$ cat src/rtl/sensor_poller_pkg.sv
// -----------------------------------------------------------------------------
// sensor_poller_pkg
// Shared definitions for the accelerometer poller: FSM state encoding, SPI
// register addresses and the configuration bytes written during init.
// -----------------------------------------------------------------------------
package sensor_poller_pkg;

  typedef enum logic [2:0] {
    ST_IDLE      = 3'd0,
    ST_INIT_REQ  = 3'd1,
    ST_INIT_WAIT = 3'd2,
    ST_PERIOD    = 3'd3,
    ST_RD_REQ    = 3'd4,
    ST_RD_WAIT   = 3'd5,
    ST_PUBLISH   = 3'd6,
    ST_FAULT     = 3'd7
  } state_t;

  // Register map
  localparam logic [5:0] ADDR_POWER_CTL = 6'h2D;
  localparam logic [5:0] ADDR_DATA_FMT  = 6'h31;
  localparam logic [5:0] ADDR_DATA_X0   = 6'h32;  // first of six data bytes

  // Configuration bytes
  localparam logic [7:0] CFG_POWER_CTL  = 8'h08;  // measure mode
  localparam logic [7:0] CFG_DATA_FMT   = 8'h0B;  // full resolution, +/-16 g

  localparam logic [2:0] LAST_DATA_IDX  = 3'd5;
  localparam logic [2:0] LAST_INIT_IDX  = 3'd1;

endpackage

$ cat src/rtl/sync_2ff.sv
// -----------------------------------------------------------------------------
// sync_2ff
// Two-flop synchronizer for a single-bit level signal.
// Ports:
//   i_clk   destination clock
//   i_rst_n asynchronous active-low reset (both flops clear to 0)
//   i_d     asynchronous input
//   o_q     synchronized output (2 clk latency)
// -----------------------------------------------------------------------------
module sync_2ff (
  input  logic i_clk,
  input  logic i_rst_n,
  input  logic i_d,
  output logic o_q
);

  logic r_meta;
  logic r_sync;

  always_ff @(posedge i_clk or negedge i_rst_n) begin
    if (!i_rst_n) begin
      r_meta <= 1'b0;
      r_sync <= 1'b0;
    end else begin
      r_meta <= i_d;
      r_sync <= r_meta;
    end
  end

  assign o_q = r_sync;

endmodule

$ cat src/rtl/sensor_poller.sv
// -----------------------------------------------------------------------------
// sensor_poller
// Configures a 3-axis SPI accelerometer once, then reads its six data bytes
// every SAMPLE_PERIOD clocks and publishes x/y/z as one atomic update.
//
// Handshake with the SPI master (valid/ready style): the request fields
// (spi_rw, spi_addr, spi_wdata) are held stable with spi_en high until the
// synchronized busy is seen high; spi_en then drops and the transfer is
// complete when synchronized busy returns low (read data captured that cycle).
// spi_en is never high while synchronized busy is high.
//
// Ports:
//   i_clk, i_rst_n                 clock, async active-low reset
//   i_start                        level: run init then poll; 0 = stop after burst
//   o_spi_en/rw/addr/wdata         transaction request to the SPI master
//   i_spi_rdata, i_spi_busy        read byte and busy from the SPI master
//   o_sample_x/y/z, o_sample_valid last complete signed sample and update pulse
//   o_init_done, o_error           init complete level, sticky timeout flag
//   o_state                        current FSM state (debug)
// -----------------------------------------------------------------------------
module sensor_poller
  import sensor_poller_pkg::*;
#(
  parameter int SAMPLE_PERIOD = 50000,
  parameter int TIMEOUT       = 1023
) (
  input  logic        i_clk,
  input  logic        i_rst_n,
  input  logic        i_start,
  output logic        o_spi_en,
  output logic        o_spi_rw,
  output logic [5:0]  o_spi_addr,
  output logic [7:0]  o_spi_wdata,
  input  logic [7:0]  i_spi_rdata,
  input  logic        i_spi_busy,
  output logic [15:0] o_sample_x,
  output logic [15:0] o_sample_y,
  output logic [15:0] o_sample_z,
  output logic        o_sample_valid,
  output logic        o_init_done,
  output logic        o_error,
  output state_t      o_state
);

  localparam int PW = $clog2(SAMPLE_PERIOD + 1);
  localparam int TW = $clog2(TIMEOUT + 1);
  localparam logic [PW-1:0] PERIOD_LOAD = PW'(SAMPLE_PERIOD - 1);
  // The counter is compared one below TIMEOUT so the fault is entered on the
  // edge where the count would reach TIMEOUT.
  localparam logic [TW-1:0] TMO_LAST    = TW'(TIMEOUT - 1);

  state_t           r_state;
  state_t           w_next;
  logic             w_busy_s;
  logic             w_waiting;
  logic [PW-1:0]    r_period;
  logic [TW-1:0]    r_tmo;
  logic [2:0]       r_idx;
  logic [5:0][7:0]  r_shadow;
  logic [15:0]      r_x;
  logic [15:0]      r_y;
  logic [15:0]      r_z;
  logic             r_valid;
  logic             r_init_done;
  logic             r_error;

  sync_2ff u_busy_sync (
    .i_clk   (i_clk),
    .i_rst_n (i_rst_n),
    .i_d     (i_spi_busy),
    .o_q     (w_busy_s)
  );

  // ---------------------------------------------------------------- FSM
  always_ff @(posedge i_clk or negedge i_rst_n) begin
    if (!i_rst_n) r_state <= ST_IDLE;
    else          r_state <= w_next;
  end

  always_comb begin
    w_next    = r_state;
    w_waiting = 1'b0;
    case (r_state)
      ST_IDLE: begin
        if (i_start) w_next = r_init_done ? ST_PERIOD : ST_INIT_REQ;
      end
      ST_INIT_REQ: begin
        w_waiting = !w_busy_s;
        if (w_busy_s) w_next = ST_INIT_WAIT;
      end
      ST_INIT_WAIT: begin
        w_waiting = w_busy_s;
        if (!w_busy_s) w_next = (r_idx == LAST_INIT_IDX) ? ST_PERIOD : ST_INIT_REQ;
      end
      ST_PERIOD: begin
        if (r_period == '0) w_next = ST_RD_REQ;
      end
      ST_RD_REQ: begin
        w_waiting = !w_busy_s;
        if (w_busy_s) w_next = ST_RD_WAIT;
      end
      ST_RD_WAIT: begin
        w_waiting = w_busy_s;
        if (!w_busy_s) w_next = (r_idx == LAST_DATA_IDX) ? ST_PUBLISH : ST_RD_REQ;
      end
      ST_PUBLISH: begin
        w_next = i_start ? ST_PERIOD : ST_IDLE;
      end
      ST_FAULT: begin
        w_next = ST_FAULT;
      end
      default: w_next = ST_IDLE;
    endcase
    if (w_waiting && (r_tmo == TMO_LAST)) w_next = ST_FAULT;
  end

  // Request fields are pure functions of state and byte index, so they are
  // stable for the whole REQ phase and drop to 0 the instant reset forces IDLE.
  always_comb begin
    o_spi_en    = 1'b0;
    o_spi_rw    = 1'b0;
    o_spi_addr  = 6'h00;
    o_spi_wdata = 8'h00;
    case (r_state)
      ST_INIT_REQ, ST_INIT_WAIT: begin
        o_spi_en    = (r_state == ST_INIT_REQ) && !w_busy_s;
        o_spi_addr  = (r_idx == LAST_INIT_IDX) ? ADDR_DATA_FMT : ADDR_POWER_CTL;
        o_spi_wdata = (r_idx == LAST_INIT_IDX) ? CFG_DATA_FMT  : CFG_POWER_CTL;
      end
      ST_RD_REQ, ST_RD_WAIT: begin
        o_spi_en   = (r_state == ST_RD_REQ) && !w_busy_s;
        o_spi_rw   = 1'b1;
        o_spi_addr = ADDR_DATA_X0 + {3'b000, r_idx};
      end
      default: ;
    endcase
  end

  // ---------------------------------------------------------- datapath
  always_ff @(posedge i_clk or negedge i_rst_n) begin
    if (!i_rst_n) begin
      r_period    <= '0;
      r_tmo       <= '0;
      r_idx       <= 3'd0;
      r_shadow    <= '0;
      r_x         <= 16'h0000;
      r_y         <= 16'h0000;
      r_z         <= 16'h0000;
      r_valid     <= 1'b0;
      r_init_done <= 1'b0;
      r_error     <= 1'b0;
    end else begin
      // Period: loaded at burst start so bursts are SAMPLE_PERIOD apart
      // regardless of how long the reads take.
      if (r_state == ST_PERIOD && w_next == ST_RD_REQ) begin
        r_period <= PERIOD_LOAD;
      end else if ((r_state == ST_PERIOD || r_state == ST_RD_REQ ||
                    r_state == ST_RD_WAIT || r_state == ST_PUBLISH) &&
                   r_period != '0) begin
        r_period <= r_period - PW'(1);
      end

      // Handshake timeout restarts on every state change.
      if (w_next != r_state || !w_waiting) r_tmo <= '0;
      else                                  r_tmo <= r_tmo + TW'(1);

      if (w_next == ST_PERIOD || w_next == ST_IDLE) begin
        r_idx <= 3'd0;
      end else if ((r_state == ST_INIT_WAIT && w_next == ST_INIT_REQ) ||
                   (r_state == ST_RD_WAIT   && w_next == ST_RD_REQ)) begin
        r_idx <= r_idx + 3'd1;
      end

      if (r_state == ST_RD_WAIT && !w_busy_s) r_shadow[r_idx] <= i_spi_rdata;

      // Outputs change only here, so a partial burst is never visible.
      r_valid <= (r_state == ST_PUBLISH);
      if (r_state == ST_PUBLISH) begin
        r_x <= {r_shadow[1], r_shadow[0]};
        r_y <= {r_shadow[3], r_shadow[2]};
        r_z <= {r_shadow[5], r_shadow[4]};
      end

      if (r_state == ST_INIT_WAIT && w_next == ST_PERIOD) r_init_done <= 1'b1;
      if (w_next == ST_FAULT) r_error <= 1'b1;
    end
  end

  assign o_sample_x     = r_x;
  assign o_sample_y     = r_y;
  assign o_sample_z     = r_z;
  assign o_sample_valid = r_valid;
  assign o_init_done    = r_init_done;
  assign o_error        = r_error;
  assign o_state        = r_state;

endmodule

$ cat config.mk
export PLATFORM = sky130hd
export DESIGN_NAME = sensor_poller
export DESIGN_NICKNAME = d
export VERILOG_FILES = /design/src/rtl/sensor_poller_pkg.sv /design/src/rtl/sync_2ff.sv /design/src/rtl/sensor_poller.sv
export SDC_FILE = /design/constraint.sdc
export NUM_CORES = 1
export LEC_CHECK = 0
export CAP_MARGIN = 0
export CORE_AREA = 2 2 142 89
export CTS_BUF_LIST = sky130_fd_sc_hd__clkbuf_8
export DETAILED_ROUTE_END_ITERATION = 8
export DIE_AREA = 0 0 144 91
export MAX_ROUTING_LAYER = met4
export PLACE_DENSITY_LB_ADDON = 0.08
export SLEW_MARGIN = 5
export SYNTH_ARGS = -nofsm -noshare
export SYNTH_HDL_FRONTEND = slang
export SYNTH_SLANG_ARGS = --single-unit
$ cat constraint.sdc
create_clock -name i_clk -period 6.7 [get_ports i_clk]
set_input_delay 1.34 -clock i_clk [delete_from_list [all_inputs] [get_ports i_clk]]
set_output_delay 1.34 -clock i_clk [all_outputs]
set_load 0.1 [all_outputs]
==> Yosys cells after proc, flatten, opt, wreduce, memory -nomap -nowiden <==
Index checks and enable logic that the tools add are counted.
{ "word_totals": {"register_bits": 133, "in_bits": 12, "out_inout_bits": 70, "wordCells": 94} }
{ "op_classes": {"addsub": 4, "order_cmp": 2, "eq_ne": 15, "mux": 27, "reduce_logical": 28} }
{ "ops": {"columns": ["operator", "n"], "rows": [
  ["48-bit bitwise mux", 1],
  ["16-bit 2-to-1 mux", 2],
  ["3-bit 2-to-1 mux", 9],
  ["8-bit demux with 3-bit select", 1],
  ["3-bit one-hot mux with 8 select lines", 1],
  ["3-bit equality test, second input constant", 7],
  ["16-bit zero test", 1],
  ["16-bit nonzero test", 1],
  ["16-bit by 1-bit subtractor with 16-bit output, second input constant", 1],
  ["6-bit one-hot mux with 2 select lines", 1],
  ["10-bit by 1-bit adder with 10-bit output, second input constant", 1],
  ["10-bit equality test, second input constant", 1],
  ["1-bit logical AND", 10],
  ["10-bit 2-to-1 mux", 1],
  ["2-bit 2-to-1 mux", 5],
  ["3-bit by 1-bit equality test with 1-bit output, second input constant", 3],
  ["3-bit by 2-bit equality test with 1-bit output, second input constant", 3],
  ["8-bit 2-to-1 mux", 1],
  ["2-bit OR reduction", 4],
  ["5-bit by 4-bit adder with 6-bit output, first input constant", 1],
  ["3-bit zero test", 2],
  ["1-bit logical OR", 6],
  ["5-bit 2-to-1 mux", 1],
  ["3-bit by 4-bit < comparator with 1-bit output, second input constant", 1],
  ["other kinds (8)", 11]
]} }

==> Logic depth before layout (Yosys ltp) <==
Gate-level depths: netlist (run 1).
{ "depth": {"depth_word": 10, "ltp_mapped": 9, "depth_no_buf": 8} }

==> Hierarchy <==
From an unflattened synthesis (run 1), not the netlist that was laid out.
{ "unflattened": {"hier_cells": 533, "hier_area_um2": 5768.0} }
{ "by_module_without_submodules": {"columns": ["mod", "instances", "cells_per_inst", "area_per_inst_um2", "seq_area_each_um2"], "rows": [
  ["sensor_poller", 1, 531, 5718.0, 3278.1],
  ["sync_2ff", 1, 2, 50.0, 50.0]
]} }

==> Worst setup path after synthesis (run 1) <==
Ideal clock, no wire load.
{ "synth_timing": {"kind": "flip-flop to output port", "from": "register r_state[0], in the netlist o_state[0]", "to": "output port o_spi_addr[4]", "t_arrival_ns": 4.713, "required_time_ns": 5.360, "setup_slack_ns": 0.647, "stages_incl_launch_ff": 7, "path_buffers": 2, "cell_sequence": "dfrtp_1 buf_2 buf_2 nand2b_1 a21oi_1 and3_1 or2_2"} }
{ "synth_via": {"elab_chain_len": 3, "elab_cells_between_ends": 7} }
{ "synth_rtl": {"columns": ["element", "line_no", "source"], "rows": [
  ["start, declared", "sensor_poller.sv:52", "state_t r_state;"],
  ["start signal, assigned", "sensor_poller.sv:77", "else r_state <= w_next;"],
  ["3-bit equality test (tied with other cells)", "sensor_poller.sv:124", "case (r_state)"],
  ["2-bit OR reduction", "sensor_poller.sv:124", null],
  ["6-bit one-hot mux with 2 select lines *", "sensor_poller.sv:124", null],
  ["end, declared", "sensor_poller.sv:32", "output logic [5:0] o_spi_addr,"]
]} }
Every way passes the cells marked *; elsewhere a longest branch is shown, timed or not.

==> Final worst setup path (run 1) <==
{ "layout_timing": {"from": "register r_state[1], in the netlist o_state[1]", "to": "output port o_spi_addr[4]"} }
The elaborated chain is that of the path after synthesis.

==> run_results.csv, run 1 <==
group,metric,value,unit
timing,fmax,216,MHz
timing,period_needed,4.64,ns
timing,rsz0062_at_grt,"no",
clock_tree,cts_root_buffer,"clkbuf_8",
clock_tree,cts_buffer_depth,2,
timing,setup_viol,0,
placed_design,dpl.hpwl,8380,µm
worst_setup_path,cp.required,5.36,ns
global_route,grt_start_max_net_pins,69,
clock_tree,clkLatencyLatePin,0.44,ns
placed_design,gp_congestion,0.922,
global_route,globalRouteTotalUtil,21.4,%
worst_hold_path,min_path_type,"register to register",
timing,layout_setup_ws,2.06,ns
routing,vias,4068,
layout,drive_above_1_share,14.2,%
floorplan,core_region_area,11800,µm²
layout,n_antenna_cell,0,
worst_setup_path,crit_fanout,23,
floorplan,die_h,91,µm
synthesis,yosys.cell_types.count,52,
synthesis,synth_commonest_cells,"nand2_1, dfrtp_1, mux2_2",
run,cap_violations,0,
timing,tightest_slew,1.00,ns
global_route,grt_pass1_vias,4031,
routing,routedWlPerCell,15.9,µm
worst_hold_path,hold-path-cell-count,0,
worst_setup_path,rr_worst_depth,7,
worst_setup_path,cp_data_arrival_time,3.30,ns
synthesis,synth_seq_cells,133,
floorplan,die_w,144,µm
synthesis,yosysWarnings,0,
floorplan,io_pins,82,
timing,tns,0,ns
synthesis,yosysTopAreaCellShare,57.9,%
floorplan,die-area,13100,µm²
timing,drv_slew,0,
synthesis,syn_inst,531,
clock_tree,holdBufCountCts,0,
routing,finalWirelength,12500,µm
synthesis,ys_seq_area_share,57.9,%
routing,drtIter0Drc,263,
clock_tree,path_clk_slew,0.08,ns
synthesis,yosys_most_used_dff,"dfrtp_1",
routing,vias_per_cell,5.18,
global_route,grt_pass1_wl,20900,µm
floorplan,start_util,48.9,%
clock_tree,cts_resized,0,
synthesis,synthTopCellsByArea,"dfrtp_1, nand2_1, mux2_2, ha_1, nor3_1",
timing,post-route-period-util,69.2,%
clock_tree,cts_buffers,17,
synthesis,syn-cell-area,5750,µm²
global_route,antenna_found_initial,0,
routing,drt-pass1-iter-count,5,
worst_setup_path,crit_path_end_kind,"output pin",
clock_tree,cts_setup_buffers,0,
routing,drc,0,
clock_tree,clock_sinks,133,
timing,fin_skew,0.0149,ns
synthesis,synth.most_common_cell,"nand2_1",
timing,hold_viol,0,
outcome,status,"completed",
timing,maxSlewHeadroom,32.8,%
synthesis,async_reset_ff_share,100,%
clock_tree,htree_levels,4,
worst_setup_path,cp-start-kind,"register",
synthesis,synth_top_cell_by_area,"dfrtp_1",
layout,final_nets,629,
layout,utilization,59.4,%
clock_tree,cts_tree,"yes",
routing,postRouteAntennaNets,0,
synthesis,synth_edf_count,0,
global_route,grt_overflow,0,
placed_design,io_buffer_count,76,
layout,areaGrowthSynthToFinish,21.3,%
floorplan,row_count,31,
worst_setup_path,critical_path_class,"register to output pin",
placed_design,dp_slack,2.56,ns
synthesis,syn_avg_cell_area,10.8,µm²
timing,holdWs,0.354,ns
[registers in the layout, summed over array words and instances (netlist names)]
name                count
o_error                 1
o_init_done             1
o_sample_valid          1
o_sample_x             16
o_sample_y             16
o_sample_z             16
o_state                 3
r_idx                   3
r_period               16
r_shadow               48
r_tmo                  10
u_busy_sync.o_q         1
u_busy_sync.r_meta      1
[layout by cell type (no fill, tap or decap), drive strengths merged, types with 10 or more instances in the layout]
cell / instances
clkbuf: 19
mux2: 48
nand2: 173
inv: 15
nor2: 10
dfrtp: 133
nor3: 21
xor2: 10
xnor2: 12
clkdlybuf4s50: 75
[kinds of logic (layout without fill, tap and decap cells)]
group                    after synthesis  after routing  synth area share, %
AO/OA/AOI/OAI                         28             28                 3.96
XOR/XNOR                              22             22                 3.35
adder cells (fa/ha/maj)                9              9                 1.96
buffers and inverters                 37            122                 3.07
flip-flops                           133            133                 57.9
multiplexers                          51             51                 9.92
other                                  1              5               0.0652
AND/OR/NAND/NOR                      250            250                 19.8
[metrics by stage]
stage	instance area [µm²]	instances
2_1_floorplan	5770	535
3_3_place_gp	6620	754
3_5_place_dp	6620	754
4_1_cts	6980	785
5_1_grt	6980	785
6_report	6980	785
[final cells by class]
type	instances	area, µm²
fillers	1005	4780
flip-flops and latches	133	3330
multi-input cells	365	2260
repair buffers	79	781
clock buffers	19	262
well taps	165	206
clock inverters	12	91.3
inverters	12	45.0
[worst max-delay path, cell delays in order, from the launching register on]
cell	delay [ns]
dfrtp_1	0.76
nand2b_1	0.24
a21oi_1	0.37
and3_1	0.25
or2_2	0.11
clkdlybuf4s50_1	1.12
[layer usage]
metal,GRT usage [%],part of all wire (%)
met1,32.2,52
met2,28.6,43
met3,5.17,4.6
met4,6.37,1.2
met5,-,0
[path summary, 6_finish.rpt]
check	slack (ns)	startpoint	end
worst max-delay path	2.06	o_state[1]	o_spi_addr[4]
worst min-delay path	0.35	u_busy_sync.r_meta	u_busy_sync.o_q
worst max register to register	4.07	o_state[1]	r_tmo[3]
worst min register to register	0.35	u_busy_sync.r_meta	u_busy_sync.o_q
max in group asynchronous	4.29	i_rst_n	r_tmo[1]
min in group asynchronous	0.98	i_rst_n	r_period[4]
Power of run 1 is not shown: default switching activity piles up to over one toggle a cycle in this logic, so the estimate is an artifact.
==> run 2: changes to the inputs <==
==> constraint.sdc (replaced) <==
create_clock -name i_clk -period 4.65 [get_ports i_clk]
set_input_delay 0.93 -clock i_clk [delete_from_list [all_inputs] [get_ports i_clk]]
set_output_delay 0.93 -clock i_clk [all_outputs]
set_load 0.1 [all_outputs]
==> run 2 against run 1 <==
  * Sequential share of layout area shrank 0.26 points
  * Worst hold slack lost 0.013 ns
  * Global-route usage grew 0.43 points
  * Non-clock buffer count grew 1
  * Register-to-register slack lost 2.0 ns
  * Die area is the same
  * Routed wire length grew 1.9%
  * Final area grew 0.54%
  * First-iteration DRC count shrank 15%
  * Via count shrank 0.12%
  * Count of clock-buffer cells in the layout shrank 2
  * Final cell count grew 0.25%
  * Largest cell class unchanged
==> run_results.csv, run 2 (synthesis gave the netlist of run 1 again) <==
group,metric,value,unit
floorplan,die_h,91,µm
clock_tree,clock_sinks,133,
layout,n_antenna_cell,0,
clock_tree,cts_buffer_depth,2,
layout,final_cell_mix,"nand2_1, dfrtp_1, clkdlybuf4s50_1",
clock_tree,cts_buffers,17,
timing,hold_viol,0,
clock_tree,cts_resized,0,
outcome,status,"completed",
routing,vias,4063,
routing,drtIter0Drc,224,
timing,setup_viol,0,
floorplan,io_pins,82,
worst_hold_path,worstHoldStart,"u_busy_sync.r_meta",
timing,fmax,253,MHz
worst_setup_path,timing.critical_path.from,"o_state[1]",
clock_tree,clkLatencyLatePin,0.45,ns
timing,period_needed,3.95,ns
worst_hold_path,min_path_type,"register to register",
global_route,antenna_found_initial,0,
floorplan,row_count,31,
layout,largest_register_ffs,48,
clock_tree,cts_root_buffer,"clkbuf_8",
layout,final_common_cell,"nand2_1",
timing,fin_skew,0.0216,ns
worst_setup_path,cp-start-kind,"register",
global_route,grt_pass1_wl,21200,µm
clock_tree,holdBufCountCts,0,
layout,areaGrowthSynthToFinish,21.9,%
global_route,grt_overflow,0,
placed_design,dpl.hpwl,8530,µm
clock_tree,htree_levels,4,
worst_setup_path,crit_path_end_kind,"output pin",
timing,post-route-period-util,85.0,%
run,cap_violations,0,
clock_tree,path_clk_slew,0.09,ns
clock_tree,cts_setup_buffers,0,
worst_setup_path,crit_fanout,23,
worst_setup_path,rr_startpoint,"o_state[1]",
clock_tree,cts_tree,"yes",
layout,fillers,1010,
worst_setup_path,cp.required,3.72,ns
routing,drt-pass1-iter-count,4,
layout,drive_above_1_share,15.6,%
global_route,globalRouteTotalUtil,21.8,%
timing,drv_slew,0,
placed_design,gp_congestion,0.920,
routing,postRouteAntennaNets,0,
routing,vias_per_cell,5.16,
routing,drc,0,
worst_setup_path,cp_data_arrival_time,3.02,ns
global_route,grt_pass1_vias,4105,
floorplan,start_util,48.9,%
floorplan,die-area,13100,µm²
layout,final_nets,630,
global_route,grt_start_max_net_pins,81,
timing,maxSlewHeadroom,32.2,%
timing,rsz0062_at_grt,"no",
routing,routedWlPerCell,16.2,µm
floorplan,core_region_area,11800,µm²
layout,regMostFlops,"r_shadow",
layout,post-route-cell-area,7010,µm²
placed_design,io_buffer_count,76,
worst_setup_path,critical_path_class,"register to output pin",
placed_design,post_dp_cell_area,6650,µm²
timing,tightest_slew,1.01,ns
floorplan,die_w,144,µm
routing,finalWirelength,12700,µm
timing,tns,0,ns
-- run 2: changes by cell type in the layout (fill, tap and decap cells not counted), sizes merged --
cell	before	now
buf	4	8
bufinv	1	0
clkbuf	19	17
clkdlybuf4s50	75	72
clkinvlp	4	2
inv	15	21
-- run 2: through the flow --
step	setup slack [ns]	util [%]	instances	hold slack [ns]
floorplan	0.0619	-	535	0.331
global placement	1.25	56.6	755	0.334
detailed placement	1.18	56.6	755	0.347
CTS	0.694	59.7	787	0.342
global route	0.542	59.7	787	0.351
finish	0.695	59.7	787	0.341
-- run 2: worst paths after layout --
kind / to / slack (ns) / cells after the start
worst max-delay path: o_spi_addr[3] / 0.70 / 4
worst min-delay path: u_busy_sync.o_q / 0.34 / 0
worst max register to register: r_tmo[6] / 2.03 / 7
worst min register to register: u_busy_sync.o_q / 0.34 / 0
max in group asynchronous: r_shadow[42] / 3.16 / 2
min in group asynchronous: r_period[10] / 0.63 / 1
-- run 2: worst max-delay path: stages (launching register included) --
cell             delay [ns]
dfrtp_1                0.76
nand2b_1               0.29
a21oi_4                0.25
a22o_1                 0.15
clkdlybuf4s50_1        1.13
-- run 2: layout make-up --
class,count,area (µm²),share of cell area [%]
Tap cell,165,206,2.94
Inverter,12,45.0,0.642
Timing Repair Buffer,80,793,11.3
Clock buffer,17,234,3.34
Sequential cell,133,3330,47.5
Clock inverter,15,133,1.89
Multi-Input combinational cell,365,2270,32.4
-- run 2: routing by layer --
metal	wire (µm)	track usage, %	up-vias
met5	0	-	-
met3	476	4.64	14
met2	5550	29.6	80
met1	6590	32.9	2020
met4	130	6.29	0
li1	-	-	1949
Power of run 2 is left out for the same reason.
==> run 3: changes to the inputs <==
--- a/config.mk
+++ b/config.mk
@@ -6,13 +6,13 @@
 export NUM_CORES = 1
 export LEC_CHECK = 0
 export CAP_MARGIN = 0
-export CORE_AREA = 2 2 142 89
+export CORE_AREA = 2 2 136 85
 export CTS_BUF_LIST = sky130_fd_sc_hd__clkbuf_8
 export DETAILED_ROUTE_END_ITERATION = 8
-export DIE_AREA = 0 0 144 91
+export DIE_AREA = 0 0 138 87
 export MAX_ROUTING_LAYER = met4
 export PLACE_DENSITY_LB_ADDON = 0.08
-export SLEW_MARGIN = 5
+export SLEW_MARGIN = 20
 export SYNTH_ARGS = -nofsm -noshare
 export SYNTH_HDL_FRONTEND = slang
 export SYNTH_SLANG_ARGS = --single-unit
==> run 3 against run 2 <==
  * Global-route usage grew 0.61 points
  * Die area shrank 8.4%
  * Via count shrank 0.47%
  * Utilization grew 4.6 points
  * Register-to-register slack lost 0.03 ns
  * Largest cell class unchanged
==> run_results.csv, run 3 (synthesis gave the netlist of run 1 again) <==
group,metric,value,unit
outcome,status,"completed",
floorplan,core_region_area,10900,µm²
clock_tree,holdBufCountCts,0,
worst_hold_path,min_path_type,"register to register",
layout,utilization,64.3,%
floorplan,io_pins,82,
floorplan,die-area,12000,µm²
clock_tree,cts_tree,"yes",
clock_tree,cts_buffer_depth,2,
layout,regMostFlops,"r_shadow",
worst_setup_path,cp_data_arrival_time,3.12,ns
timing,hold_viol,0,
layout,largest_register_ffs,48,
clock_tree,cts_setup_buffers,0,
routing,routedWlPerCell,16.1,µm
layout,fin_cells,765,
timing,tightest_slew,1.04,ns
layout,areaGrowthSynthToFinish,21.7,%
floorplan,die_h,87,µm
routing,postRouteAntennaNets,0,
routing,drtIter0Drc,373,
floorplan,die_w,138,µm
global_route,globalRouteTotalUtil,22.4,%
global_route,antenna_found_initial,0,
timing,drv_slew,0,
routing,wl_met1,6440,µm
clock_tree,clkLatencyLatePin,0.43,ns
floorplan,row_count,30,
routing,dr_wl_met3,490,µm
routing,drc,0,
timing,fin_skew,0.00984,ns
timing,maxSlewHeadroom,30.7,%
layout,final_common_cell,"nand2_1",
clock_tree,cts_root_buffer,"clkbuf_8",
worst_setup_path,crit_fanout,23,
worst_setup_path,timing.critical_path.from,"o_state[1]",
timing,rsz0062_at_grt,"no",
run,cap_violations,0,
layout,final_cell_mix,"nand2_1, dfrtp_1, clkdlybuf4s50_1",
global_route,grt_start_max_net_pins,76,
placed_design,gp_congestion,0.852,
clock_tree,cts_buffers,17,
worst_hold_path,worstHoldStart,"u_busy_sync.r_meta",
worst_setup_path,rr_startpoint,"o_state[2]",
timing,fmax,247,MHz
placed_design,dpl.hpwl,8310,µm
floorplan,start_util,52.8,%
clock_tree,htree_levels,4,
routing,dr_wl_met2,5330,µm
routing,top_layer_used,"met4",
timing,post-route-period-util,87.2,%
routing,drt-pass1-iter-count,4,
worst_setup_path,crit_path_end_kind,"output pin",
timing,tns,0,ns
layout,final_nets,629,
routing,vias,4044,
layout,drive_above_1_share,15.3,%
timing,period_needed,4.05,ns
worst_setup_path,cp.required,3.72,ns
timing,setup_viol,0,
routing,vias_per_cell,5.29,
global_route,grt_overflow,0,
global_route,grt_pass1_vias,3815,
clock_tree,clock_sinks,133,
global_route,grt_pass1_wl,20200,µm
worst_setup_path,cp-start-kind,"register",
layout,n_antenna_cell,0,
placed_design,post_dp_cell_area,6620,µm²
placed_design,dp_cells,733,
clock_tree,cts_resized,0,
clock_tree,path_clk_slew,0.07,ns
layout,post-route-cell-area,7000,µm²
placed_design,io_buffer_count,76,
routing,finalWirelength,12300,µm
worst_setup_path,critical_path_class,"register to output pin",
## run 3: cell count changes in the layout (fill, tap and decap cells not counted), sizes merged
cell / delta
buf: -2
bufinv: +2
clkbuf: +1
clkdlybuf4s50: +1
clkinv: +3
clkinvlp: +3
inv: -9
## run 3: worst max-delay path, stage by stage, from the launching register on
cell,delay [ns]
dfrtp_1,0.74
nand2b_1,0.31
a21oi_4,0.26
and3_1,0.23
clkdlybuf4s50_1,1.16
## run 3: final timing paths
check / cells after the start / end / slack [ns]
worst max-delay path: 4 / o_spi_wdata[0] / 0.60
worst min-delay path: 0 / u_busy_sync.o_q / 0.36
worst max register to register: 6 / o_sample_y[8] / 2.00
worst min register to register: 0 / u_busy_sync.o_q / 0.36
max in group asynchronous: 2 / r_shadow[42] / 3.25
min in group asynchronous: 1 / r_period[3] / 0.55
## run 3: layer usage
layer	GRT usage (%)	vias up
met3	4.73	7
met2	29.8	85
met4	7.33	0
met1	34.1	2030
met5	-	-
li1	-	1922
## run 3: layout make-up
class | count | area, µm²
multi-input combinational | 365 | 2270
tap | 144 | 180
inverter | 12 | 45.0
clock buffer | 18 | 248
fill | 863 | 3890
sequential | 133 | 3330
clock inverter | 14 | 136
timing repair buffer | 79 | 788
## run 3: through the flow
step	setup WS [ns]	hold WS [ns]
2_1_floorplan	0.0619	0.331
3_3_place_gp	1.22	0.341
3_5_place_dp	1.06	0.340
4_1_cts	0.576	0.367
5_1_grt	0.426	0.385
6_report	0.595	0.360
Power of run 3 is left out for the same reason.
